==> config.mk <==
export PLATFORM = sky130hd
export DESIGN_NAME = operand_entry
export DESIGN_NICKNAME = d
export VERILOG_FILES = /design/src/rtl/operand_entry.sv
export SDC_FILE = /design/constraint.sdc
export NUM_CORES = 1
export LEC_CHECK = 0
export ABC_AREA = 1
export CAP_MARGIN = 15
export CORE_MARGIN = 5
export CORE_UTILIZATION = 30
export DETAILED_ROUTE_END_ITERATION = 6
export SETUP_SLACK_MARGIN = 0.15
export SLEW_MARGIN = 20
export SYNTH_ARGS = -nofsm -noshare
export SYNTH_HDL_FRONTEND = slang
export SYNTH_SLANG_ARGS = --single-unit
==> constraint.sdc <==
create_clock -name clk_i -period 4.49 [get_ports clk_i]
set_clock_uncertainty 0.1 [all_clocks]
set_input_delay 0.6735 -clock clk_i [delete_from_list [all_inputs] [get_ports clk_i]]
set_output_delay 0.6735 -clock clk_i [all_outputs]
set_load 0.02 [all_outputs]
==> src/rtl/operand_entry.sv <==
// Keypad operand entry: builds a signed decimal operand from key events and
// commits it to op1_o on ENTER with a one-cycle enter_o pulse.
// Optional backspace support is enabled with `define OPERAND_ENTRY_BKSP_EN.
module operand_entry #(
  parameter int unsigned Width     = 9,
  parameter int unsigned MaxDigits = 3
) (
  input  logic             clk_i,
  input  logic             rst_i,
  input  logic             key_valid_i,
  input  logic [3:0]       key_code_i,
  output logic [Width-1:0] op1_o,
  output logic             enter_o,
  output logic [Width-1:0] entry_val_o,
  output logic [1:0]       digit_count_o,
  output logic             neg_o,
  output logic             err_o
);

  localparam int unsigned MagW  = Width + 1;
  localparam int unsigned CandW = MagW + 4;

  localparam logic [CandW-1:0] PosMax = CandW'((1 << (Width - 1)) - 1);
  localparam logic [CandW-1:0] NegMax = CandW'(1 << (Width - 1));
  localparam logic [1:0]       MaxCnt = 2'(MaxDigits);

  localparam logic [3:0] KeyNeg   = 4'd10;
  localparam logic [3:0] KeyClr   = 4'd11;
  localparam logic [3:0] KeyBksp  = 4'd12;
  localparam logic [3:0] KeyEnter = 4'd13;

  typedef enum logic [1:0] {StEmpty, StEntry, StError} state_e;

  state_e           state_q, state_d;
  logic [MagW-1:0]  mag_q, mag_d;
  logic [1:0]       cnt_q, cnt_d;
  logic             neg_q, neg_d;
  logic [Width-1:0] op1_q, op1_d;
  logic [Width-1:0] entry_val_q, entry_val_d;
  logic             enter_q, enter_d;
  logic             err_q, err_d;

  logic [CandW-1:0] cand;
  logic [CandW-1:0] limit;

`ifdef OPERAND_ENTRY_BKSP_EN
  logic [MagW-1:0] stack_q [MaxDigits];
  logic            push_en;
`endif

  // Key decode, range checking and FSM next-state.
  always_comb begin
    state_d = state_q;
    mag_d   = mag_q;
    cnt_d   = cnt_q;
    neg_d   = neg_q;
    op1_d   = op1_q;
    enter_d = 1'b0;
    err_d   = 1'b0;
`ifdef OPERAND_ENTRY_BKSP_EN
    push_en = 1'b0;
`endif
    cand  = CandW'(mag_q) * CandW'(10) + CandW'(key_code_i);
    limit = neg_q ? NegMax : PosMax;

    if (key_valid_i) begin
      if (key_code_i <= 4'd9) begin
        if (state_q == StError) begin
          err_d = 1'b1;
        end else if (cnt_q == MaxCnt) begin
          // Typing past the digit limit locks the entry until CLR/ENTER/BKSP.
          err_d   = 1'b1;
          state_d = StError;
        end else if (cand > limit) begin
          err_d = 1'b1;
        end else begin
          mag_d   = cand[MagW-1:0];
          cnt_d   = cnt_q + 2'd1;
          state_d = StEntry;
`ifdef OPERAND_ENTRY_BKSP_EN
          push_en = 1'b1;
`endif
        end
      end else begin
        case (key_code_i)
          KeyNeg: begin
            // Dropping the sign of -256 would leave an unrepresentable +256.
            if (state_q == StError || (neg_q && CandW'(mag_q) > PosMax)) begin
              err_d = 1'b1;
            end else begin
              neg_d = ~neg_q;
            end
          end
          KeyClr: begin
            mag_d   = '0;
            cnt_d   = '0;
            neg_d   = 1'b0;
            state_d = StEmpty;
          end
          KeyEnter: begin
            if (state_q == StEmpty) begin
              err_d = 1'b1;
            end else begin
              op1_d   = entry_val_q;
              enter_d = 1'b1;
              mag_d   = '0;
              cnt_d   = '0;
              neg_d   = 1'b0;
              state_d = StEmpty;
            end
          end
`ifdef OPERAND_ENTRY_BKSP_EN
          KeyBksp: begin
            if (cnt_q == 2'd0) begin
              err_d = 1'b1;
            end else begin
              mag_d   = stack_q[cnt_q - 2'd1];
              cnt_d   = cnt_q - 2'd1;
              state_d = (cnt_q == 2'd1) ? StEmpty : StEntry;
            end
          end
`endif
          default: ;
        endcase
      end
    end

    entry_val_d = Width'(neg_d ? (MagW'(0) - mag_d) : mag_d);
  end

  // State and output registers.
  always_ff @(posedge clk_i) begin
    if (rst_i) begin
      state_q     <= StEmpty;
      mag_q       <= '0;
      cnt_q       <= '0;
      neg_q       <= 1'b0;
      op1_q       <= '0;
      entry_val_q <= '0;
      enter_q     <= 1'b0;
      err_q       <= 1'b0;
    end else begin
      state_q     <= state_d;
      mag_q       <= mag_d;
      cnt_q       <= cnt_d;
      neg_q       <= neg_d;
      op1_q       <= op1_d;
      entry_val_q <= entry_val_d;
      enter_q     <= enter_d;
      err_q       <= err_d;
    end
  end

`ifdef OPERAND_ENTRY_BKSP_EN
  // Partial-magnitude stack: slot n holds the magnitude before digit n+1.
  always_ff @(posedge clk_i) begin
    if (push_en) begin
      stack_q[cnt_q] <= mag_q;
    end
  end
`endif

  assign op1_o         = op1_q;
  assign enter_o       = enter_q;
  assign entry_val_o   = entry_val_q;
  assign digit_count_o = cnt_q;
  assign neg_o         = neg_q;
  assign err_o         = err_q;

endmodule

==> results of run 1 <==
## Yosys cell counts, types with 2 or more instances
| cell | count | area share (%) |
|---|---|---|
| nand3_2 | 3 | 1.1 |
| nand2_4 | 3 | 1.2 |
| nand4_1 | 9 | 2.0 |
| nand3_1 | 30 | 5.4 |
| a21oi_1 | 14 | 2.5 |
| xor2_1 | 3 | 0.94 |
| fa_1 | 2 | 1.4 |
| nor2_2 | 3 | 0.67 |
| nor3_1 | 6 | 1.1 |
| nand2_1 | 113 | 15 |
| o211ai_1 | 3 | 0.81 |
| clkbuf_1 | 3 | 0.40 |
| o21ai_0 | 25 | 4.5 |
| nand2_2 | 9 | 2.0 |
| dfxtp_1 | 34 | 24 |
| inv_2 | 3 | 0.40 |
| ha_1 | 30 | 13 |
| clkinv_1 | 2 | 0.27 |
| inv_1 | 69 | 9.3 |
| nand3b_1 | 3 | 0.81 |
| nor2_1 | 57 | 7.7 |
## worst max-delay path, delay by kind of cell
kind,cells,cell delay (ns)
simple gates,18,1.53
buf+inv,6,0.90
fa+ha+maj,3,0.80
xor+xnor,1,0.17
compound gates,1,0.09
## where the power goes
part	switching (mW)	internal, mW
Clock	0.107	0.124
Sequential	0.0563	0.369
Combinational	0.864	0.636
## how the worst max path moves through the flow
stage | end | start | slack [ns] | cells after the start
final | entry_val_o[8]$_SDFF_PP0_ | key_code_i[2] | 0.40 | 29
after global routing | entry_val_o[8]$_SDFF_PP0_ | mag_q[2]$_SDFF_PP0_ | 0.08 | 31
after CTS | entry_val_o[6]$_SDFF_PP0_ | mag_q[1]$_SDFF_PP0_ | 0.18 | 31
after detailed placement | entry_val_o[6]$_SDFF_PP0_ | key_code_i[1] | -0.18 | 29
after global placement | entry_val_o[8]$_SDFF_PP0_ | key_code_i[1] | -0.004 | 29
after floorplan | entry_val_o[6]$_SDFF_PP0_ | mag_q[1]$_SDFF_PP0_ | 0.55 | 31
## layout make-up
cell class | instances | area, µm²
fill | 955 | 5558
timing repair buffer | 55 | 488.0
tap | 111 | 138.9
clock inverter | 1 | 5.005
sequential | 34 | 681.9
multi-input combinational | 325 | 1917
inverter | 74 | 277.8
clock buffer | 7 | 86.33
## metal layers
layer	wire (µm)	share of wire, %
met1	3490	47
met3	208	2.8
met4	140	1.9
met2	3587	48
met5	0	0
## state kept, by name, indices dropped and copies added, names as in the netlist
register       cells
enter_o            1
neg_o              1
digit_count_o      2
entry_val_o        9
err_o              1
mag_q              9
op1_o              9
state_q            2
## cells by family (layout without fill, tap and decap cells)
group | count (synthesis) | in the layout | synth area share [%]
fa+ha+maj | 32 | 32 | 14.91
buf+inv | 79 | 137 | 10.82
xor+xnor | 3 | 3 | 0.9431
simple gates | 240 | 240 | 38.66
compound gates | 50 | 50 | 10.24
flops | 34 | 34 | 24.43
## timing repair
| item | CTS | global route |
|---|---|---|
| endpoints found under the setup margin | 2 | 12 |
| resized for setup | 3 | 26 |
| pin swaps | 1 | 11 |
| setup buffers | 1 | 3 |
## cells in the final DEF, fill, tap and decap left out, drive strengths merged
| cell type | instances |
|---|---|
| a211oi | 1 |
| a21oi | 15 |
| a221o | 1 |
| buf | 26 |
| clkbuf | 7 |
| clkdlybuf4s50 | 28 |
| clkinv | 3 |
| dfxtp | 34 |
| dlymetal6s2s | 1 |
| fa | 2 |
| ha | 30 |
| inv | 72 |
| nand2 | 125 |
| nand3 | 34 |
| nand3b | 3 |
| nand4 | 9 |
| nor2 | 61 |
| nor3 | 6 |
| o211a | 1 |
| o211ai | 3 |
| o21ai | 25 |
| o221ai | 1 |
| o22a | 1 |
| o22ai | 1 |
| o31ai | 1 |
| or2 | 2 |
| xor2 | 3 |
## per-stage QoR
step / total power [mW] / cell area [µm²] / hold slack (ns) / worst slack, ns
3_3_place_gp: 1.741 / 3357 / 0.3501 / -0.003913
5_1_grt: 2.370 / 3595 / 0.4051 / 0.07786
3_5_place_dp: 1.766 / 3357 / 0.3648 / -0.1830
4_1_cts: 2.021 / 3461 / 0.3754 / 0.1764
6_report: 2.157 / 3595 / 0.3758 / 0.3986
2_1_floorplan: 1.332 / 2786 / 0.3374 / 0.5472
==> flow_results.xml, run 1 <==
<?xml version="1.0" encoding="UTF-8"?>
<metrics>
  <group name="power_and_ir_drop">
    <metric name="total_leakage_power" unit="nW">1.889</metric>
    <metric name="power.density" unit="nW/µm²">599.9</metric>
    <metric name="vdd_ir_drop_max" unit="mV">0.2268</metric>
  </group>
  <group name="detailed_routing">
    <metric name="drt-total-wl" unit="mm">7.427</metric>
    <metric name="dr.first_iter.drc_count" unit="">117</metric>
    <metric name="via_count" unit="">2861</metric>
    <metric name="remaining_antenna_violation_count" unit="">0</metric>
    <metric name="drt-wirelength-per-cell" unit="µm">12.24</metric>
    <metric name="post_drt_via_cell_ratio" unit="">4.713</metric>
    <metric name="drt_first_pass_iters" unit="">4</metric>
    <metric name="post-route-drc-count" unit="">0</metric>
  </group>
  <group name="sta">
    <metric name="final_setup_violation_count" unit="">0</metric>
    <metric name="max-slew-margin-rel" unit="%">57.93</metric>
    <metric name="fin_setup_tns" unit="ns">0</metric>
    <metric name="final_max_slew_viol_count" unit="">0</metric>
    <metric name="timing.final.crit_share" unit="%">91.12</metric>
    <metric name="tightest_slew" unit="ns">0.6291</metric>
    <metric name="hold_violations" unit="">0</metric>
    <metric name="achievable-frequency" unit="MHz">244.4</metric>
    <metric name="rsz0062_at_grt" unit="">no</metric>
    <metric name="timing.final.crit_period" unit="ns">4.091</metric>
  </group>
  <group name="floorplanning">
    <metric name="core_area" unit="µm²">9153</metric>
    <metric name="die_h" unit="µm">106.4</metric>
    <metric name="initial_utilization" unit="%">30.44</metric>
    <metric name="floorplan_die_area" unit="µm²">11320</metric>
    <metric name="floorplan.die.width" unit="µm">106.4</metric>
    <metric name="io_pins" unit="">30</metric>
    <metric name="placementRows" unit="">35</metric>
  </group>
  <group name="final_layout">
    <metric name="non_filler_instance_count_after_layout" unit="">607</metric>
    <metric name="net_count_reported_at_finish" unit="">534</metric>
    <metric name="synthToLayoutAreaGrowth" unit="%">29.01</metric>
    <metric name="finish.utilization" unit="%">39.28</metric>
    <metric name="share_of_final_layout_standard_cells_stronger_than_drive_strength_1" unit="%">16.33</metric>
    <metric name="antenna_cells_inserted" unit="">0</metric>
  </group>
  <group name="synth">
    <metric name="synth-edff-count" unit="">0</metric>
    <metric name="postSynth.asyncResetShare" unit="%">0</metric>
    <metric name="area_of_the_mapped_netlist" unit="µm²">2786</metric>
    <metric name="synth_seq_area_share" unit="%">24.43</metric>
    <metric name="dominantRegCellSynth" unit="">dfxtp_1</metric>
    <metric name="synth_cell_type_count" unit="">35</metric>
    <metric name="yosys_warnings" unit="">0</metric>
    <metric name="mappedNetlistNets" unit="">477</metric>
    <metric name="syn_area_per_cell" unit="µm²">6.362</metric>
    <metric name="synth.ff_latch_count" unit="">34</metric>
    <metric name="syn-instance-count" unit="">438</metric>
  </group>
  <group name="critical_path">
    <metric name="worstSetupEndpointType" unit="">flip-flop</metric>
    <metric name="worstRegToRegCells" unit="">31</metric>
    <metric name="criticalPathCategory" unit="">primary input to flip-flop</metric>
    <metric name="worst-endpoint-required" unit="ns">4.57</metric>
    <metric name="critical-path-slowest-cell" unit="">clkdlybuf4s50_1</metric>
    <metric name="worst_r2r_endpoint" unit="">entry_val_o[8]$_SDFF_PP0_</metric>
    <metric name="path_max_fanout" unit="">5</metric>
    <metric name="r2r-start" unit="">mag_q[2]$_SDFF_PP0_</metric>
    <metric name="path_common_cell" unit="">nand2_1</metric>
    <metric name="regToRegSetupSlack" unit="ns">0.43</metric>
    <metric name="critPathMaxStageDelay" unit="ns">0.46</metric>
    <metric name="start_kind" unit="">primary input</metric>
    <metric name="worst-endpoint-arrival" unit="ns">4.17</metric>
  </group>
  <group name="global_routing">
    <metric name="grt_usage" unit="%">12.81</metric>
    <metric name="global_route.peak_usage_layer" unit="">met2</metric>
    <metric name="antenna_found_initial" unit="">0</metric>
    <metric name="groute.layer.met2.usage" unit="%">22.04</metric>
    <metric name="grt_start_max_net_pins" unit="">17</metric>
    <metric name="aggregate_global_routing_overflow" unit="">0</metric>
    <metric name="grt_pass1_vias" unit="">2602</metric>
    <metric name="first_pass_grt_wire_length" unit="mm">11.88</metric>
    <metric name="use_met1" unit="%">16.52</metric>
    <metric name="met3_usage" unit="%">2.307</metric>
  </group>
  <group name="cts">
    <metric name="max-clock-path-buffers" unit="">2</metric>
    <metric name="clockRootBuffer" unit="">clkbuf_8</metric>
    <metric name="cts_tree" unit="">built</metric>
    <metric name="cts.sink_count" unit="">34</metric>
    <metric name="cts_buffers" unit="">5</metric>
    <metric name="insertion_delay" unit="ns">0.28</metric>
    <metric name="clock_transition_at_the_registers_of_the_reported_paths" unit="ns">0.07</metric>
    <metric name="hold_buffers" unit="">0</metric>
    <metric name="htree_levels" unit="">2</metric>
  </group>
  <group name="worst_hold_path">
    <metric name="hold_path.class" unit="">flip-flop to flip-flop</metric>
    <metric name="timing.hold.worst_endpoint" unit="">state_q[0]$_SDFFE_PP0P_</metric>
    <metric name="whs_path_depth" unit="">2</metric>
    <metric name="timing.hold.worst.start" unit="">state_q[0]$_SDFFE_PP0P_</metric>
  </group>
  <group name="placement">
    <metric name="place.detailed.instances" unit="">595</metric>
    <metric name="port-buffer-count" unit="">29</metric>
    <metric name="post-dp-hpwl" unit="mm">6.043</metric>
    <metric name="finalWeightedCongestion" unit="">0.8597</metric>
  </group>
  <group name="outcome">
    <metric name="run_status" unit="">finished clean</metric>
  </group>
  <group name="run">
    <metric name="max_cap_violations" unit="">0</metric>
  </group>
</metrics>
No activity file was read; power rests on OpenSTA's default activity.
==> inputs of run 2 (changes only) <==
- CORE_MARGIN: 5 -> unset
- CORE_UTILIZATION: 30 -> 57
- PLACE_DENSITY: unset -> 0.8
==> run 2 against run 1 <==
  * Sequential share of layout area grew 0.65 points
  * Clock power is essentially flat
  * First-iteration DRC count grew 62%
  * Core utilization grew 35 points
  * Largest cell class unchanged
==> flow_results.xml, run 2 (same netlist as run 1, synthesis figures left out) <==
<?xml version="1.0" encoding="UTF-8"?>
<metrics>
  <group name="outcome">
    <metric name="run_status" unit="">finished clean</metric>
  </group>
  <group name="final_layout">
    <metric name="share_of_final_layout_standard_cells_stronger_than_drive_strength_1" unit="%">14.78</metric>
    <metric name="antenna_cells_inserted" unit="">0</metric>
    <metric name="most-common-layout-cells" unit="">nand2_1, inv_1, nor2_1</metric>
    <metric name="synthToLayoutAreaGrowth" unit="%">25.19</metric>
    <metric name="net_count_reported_at_finish" unit="">525</metric>
    <metric name="finish.utilization" unit="%">73.85</metric>
    <metric name="num-fill-cells" unit="">400</metric>
    <metric name="layout.cells.most_common" unit="">nand2_1</metric>
  </group>
  <group name="floorplanning">
    <metric name="core_area" unit="µm²">4723</metric>
    <metric name="io_pins" unit="">30</metric>
    <metric name="initial_utilization" unit="%">58.99</metric>
    <metric name="floorplan_die_area" unit="µm²">5172</metric>
    <metric name="floorplan.die.width" unit="µm">71.92</metric>
    <metric name="die_h" unit="µm">71.92</metric>
    <metric name="placementRows" unit="">25</metric>
  </group>
  <group name="detailed_routing">
    <metric name="via_count" unit="">2896</metric>
    <metric name="drt-wirelength-per-cell" unit="µm">12.62</metric>
    <metric name="drt-total-wl" unit="mm">6.994</metric>
    <metric name="remaining_antenna_violation_count" unit="">0</metric>
    <metric name="drt_first_pass_iters" unit="">4</metric>
    <metric name="post_drt_via_cell_ratio" unit="">5.227</metric>
    <metric name="dr.first_iter.drc_count" unit="">190</metric>
    <metric name="post-route-drc-count" unit="">0</metric>
  </group>
  <group name="placement">
    <metric name="port-buffer-count" unit="">29</metric>
    <metric name="pre_cts_slack" unit="ns">-0.1638</metric>
    <metric name="post-dp-hpwl" unit="mm">5.444</metric>
    <metric name="finalWeightedCongestion" unit="">0.9211</metric>
  </group>
  <group name="critical_path">
    <metric name="worstSetupEndpointType" unit="">flip-flop</metric>
    <metric name="worst_r2r_endpoint" unit="">entry_val_o[7]$_SDFF_PP0_</metric>
    <metric name="regToRegSetupSlack" unit="ns">0.47</metric>
    <metric name="start_kind" unit="">flip-flop</metric>
    <metric name="critical-path-slowest-cell" unit="">fa_2</metric>
    <metric name="r2r-start" unit="">mag_q[1]$_SDFF_PP0_</metric>
    <metric name="critPathMaxStageDelay" unit="ns">0.48</metric>
    <metric name="cpLargestDelayFamily" unit="">simple AND/OR/NAND/NOR gates</metric>
    <metric name="worst-endpoint-arrival" unit="ns">4.15</metric>
    <metric name="worst-endpoint-required" unit="ns">4.61</metric>
    <metric name="timing.critical_path.buf_inv" unit="">5</metric>
    <metric name="path_max_fanout" unit="">4</metric>
    <metric name="worstRegToRegCells" unit="">30</metric>
    <metric name="path_common_cell" unit="">nand2_1</metric>
    <metric name="criticalPathCategory" unit="">flip-flop to flip-flop</metric>
  </group>
  <group name="sta">
    <metric name="rsz0062_at_grt" unit="">no</metric>
    <metric name="tightest_slew" unit="ns">0.6216</metric>
    <metric name="final_max_slew_viol_count" unit="">0</metric>
    <metric name="timing.final.crit_share" unit="%">89.64</metric>
    <metric name="final_setup_violation_count" unit="">0</metric>
    <metric name="holdWs" unit="ns">0.3700</metric>
    <metric name="hold_violations" unit="">0</metric>
    <metric name="max-slew-margin-rel" unit="%">58.43</metric>
    <metric name="achievable-frequency" unit="MHz">248.5</metric>
    <metric name="layout_setup_ws" unit="ns">0.4653</metric>
    <metric name="timing.final.crit_period" unit="ns">4.025</metric>
  </group>
  <group name="cts">
    <metric name="max-clock-path-buffers" unit="">2</metric>
    <metric name="cts.sink_count" unit="">34</metric>
    <metric name="cts_tree" unit="">built</metric>
    <metric name="clock_transition_at_the_registers_of_the_reported_paths" unit="ns">0.06</metric>
    <metric name="cts_buffers" unit="">5</metric>
    <metric name="hold_buffers" unit="">0</metric>
    <metric name="insertion_delay" unit="ns">0.28</metric>
    <metric name="clockRootBuffer" unit="">clkbuf_8</metric>
    <metric name="htree_levels" unit="">2</metric>
  </group>
  <group name="worst_hold_path">
    <metric name="timing.hold.worst_endpoint" unit="">state_q[0]$_SDFFE_PP0P_</metric>
    <metric name="timing.hold.worst.start" unit="">state_q[0]$_SDFFE_PP0P_</metric>
    <metric name="whs_path_depth" unit="">2</metric>
    <metric name="hold_path.class" unit="">flip-flop to flip-flop</metric>
  </group>
  <group name="global_routing">
    <metric name="first_pass_grt_wire_length" unit="mm">11.32</metric>
    <metric name="aggregate_global_routing_overflow" unit="">0</metric>
    <metric name="antenna_found_initial" unit="">0</metric>
    <metric name="grt_usage" unit="%">27.97</metric>
    <metric name="grt_start_max_net_pins" unit="">17</metric>
    <metric name="grt_pass1_vias" unit="">2584</metric>
  </group>
  <group name="power_and_ir_drop">
    <metric name="power.density" unit="nW/µm²">610.5</metric>
    <metric name="total_leakage_power" unit="nW">1.869</metric>
    <metric name="vdd_ir_drop_max" unit="mV">0.4464</metric>
  </group>
  <group name="run">
    <metric name="max_cap_violations" unit="">0</metric>
  </group>
</metrics>
## run 2: changes by cell type in the layout (fill, tap and decap cells not counted), moves of 3 or more
cell     change
buf_4       -12
inv_1        -3
nand2_1      +4
nand2_2      -4
## run 2: report_power, final
group | switching, mW | internal (mW)
combinational | 0.870 | 0.602
clock | 0.105 | 0.124
sequential | 0.0579 | 0.370
## run 2: area by class of cell
cell class	count	area (µm²)	area share (%)
Inverter	74	280.3	8.034
Tap cell	67	83.83	2.403
Multi-Input combinational cell	325	1906	54.63
Timing Repair Buffer	46	442.9	12.70
Clock inverter	1	5.005	0.1435
Clock buffer	7	86.33	2.475
Sequential cell	34	684.4	19.62
## run 2: tightest hold or removal path: stages (launching register included)
cell	delay, ns
dfxtp_1	0.32
inv_1	0.05
a21oi_1	0.05
## run 2: worst max-delay path by stage
stage	to	cells after the start	start
4_1_cts	entry_val_o[8]$_SDFF_PP0_	29	key_code_i[1]
2_1_floorplan	entry_val_o[6]$_SDFF_PP0_	31	mag_q[1]$_SDFF_PP0_
6_report	entry_val_o[7]$_SDFF_PP0_	30	mag_q[1]$_SDFF_PP0_
3_3_place_gp	entry_val_o[6]$_SDFF_PP0_	29	key_code_i[1]
5_1_grt	entry_val_o[7]$_SDFF_PP0_	30	mag_q[1]$_SDFF_PP0_
3_5_place_dp	entry_val_o[8]$_SDFF_PP0_	29	key_code_i[1]
## run 2: repair_timing
item	CTS	global route
gates resized for setup	1	34
setup buffers	0	3
pin swaps	1	12
endpoints found under the setup margin	2	13
## run 2: per-stage QoR
stage | setup TNS, ns | instance area (µm²) | std cells | power (mW)
after floorplan | 0 | 2786 | 438 | 1.332
after global placement | 0 | 3242 | 543 | 1.658
after detailed placement | -0.6026 | 3242 | 543 | 1.692
after CTS | 0 | 3336 | 551 | 1.936
after global routing | 0 | 3488 | 554 | 2.322
final | 0 | 3488 | 554 | 2.130
## run 2: per-layer routing
layer  part of all wire, %  up-vias  global-route usage, %
met2                    45       73                  44.23
met5                     0        -                      0
met4                   1.2        0                  8.497
met1                    49     1322                  38.43
li1                      -     1491                      -
met3                   4.2       10                  5.972
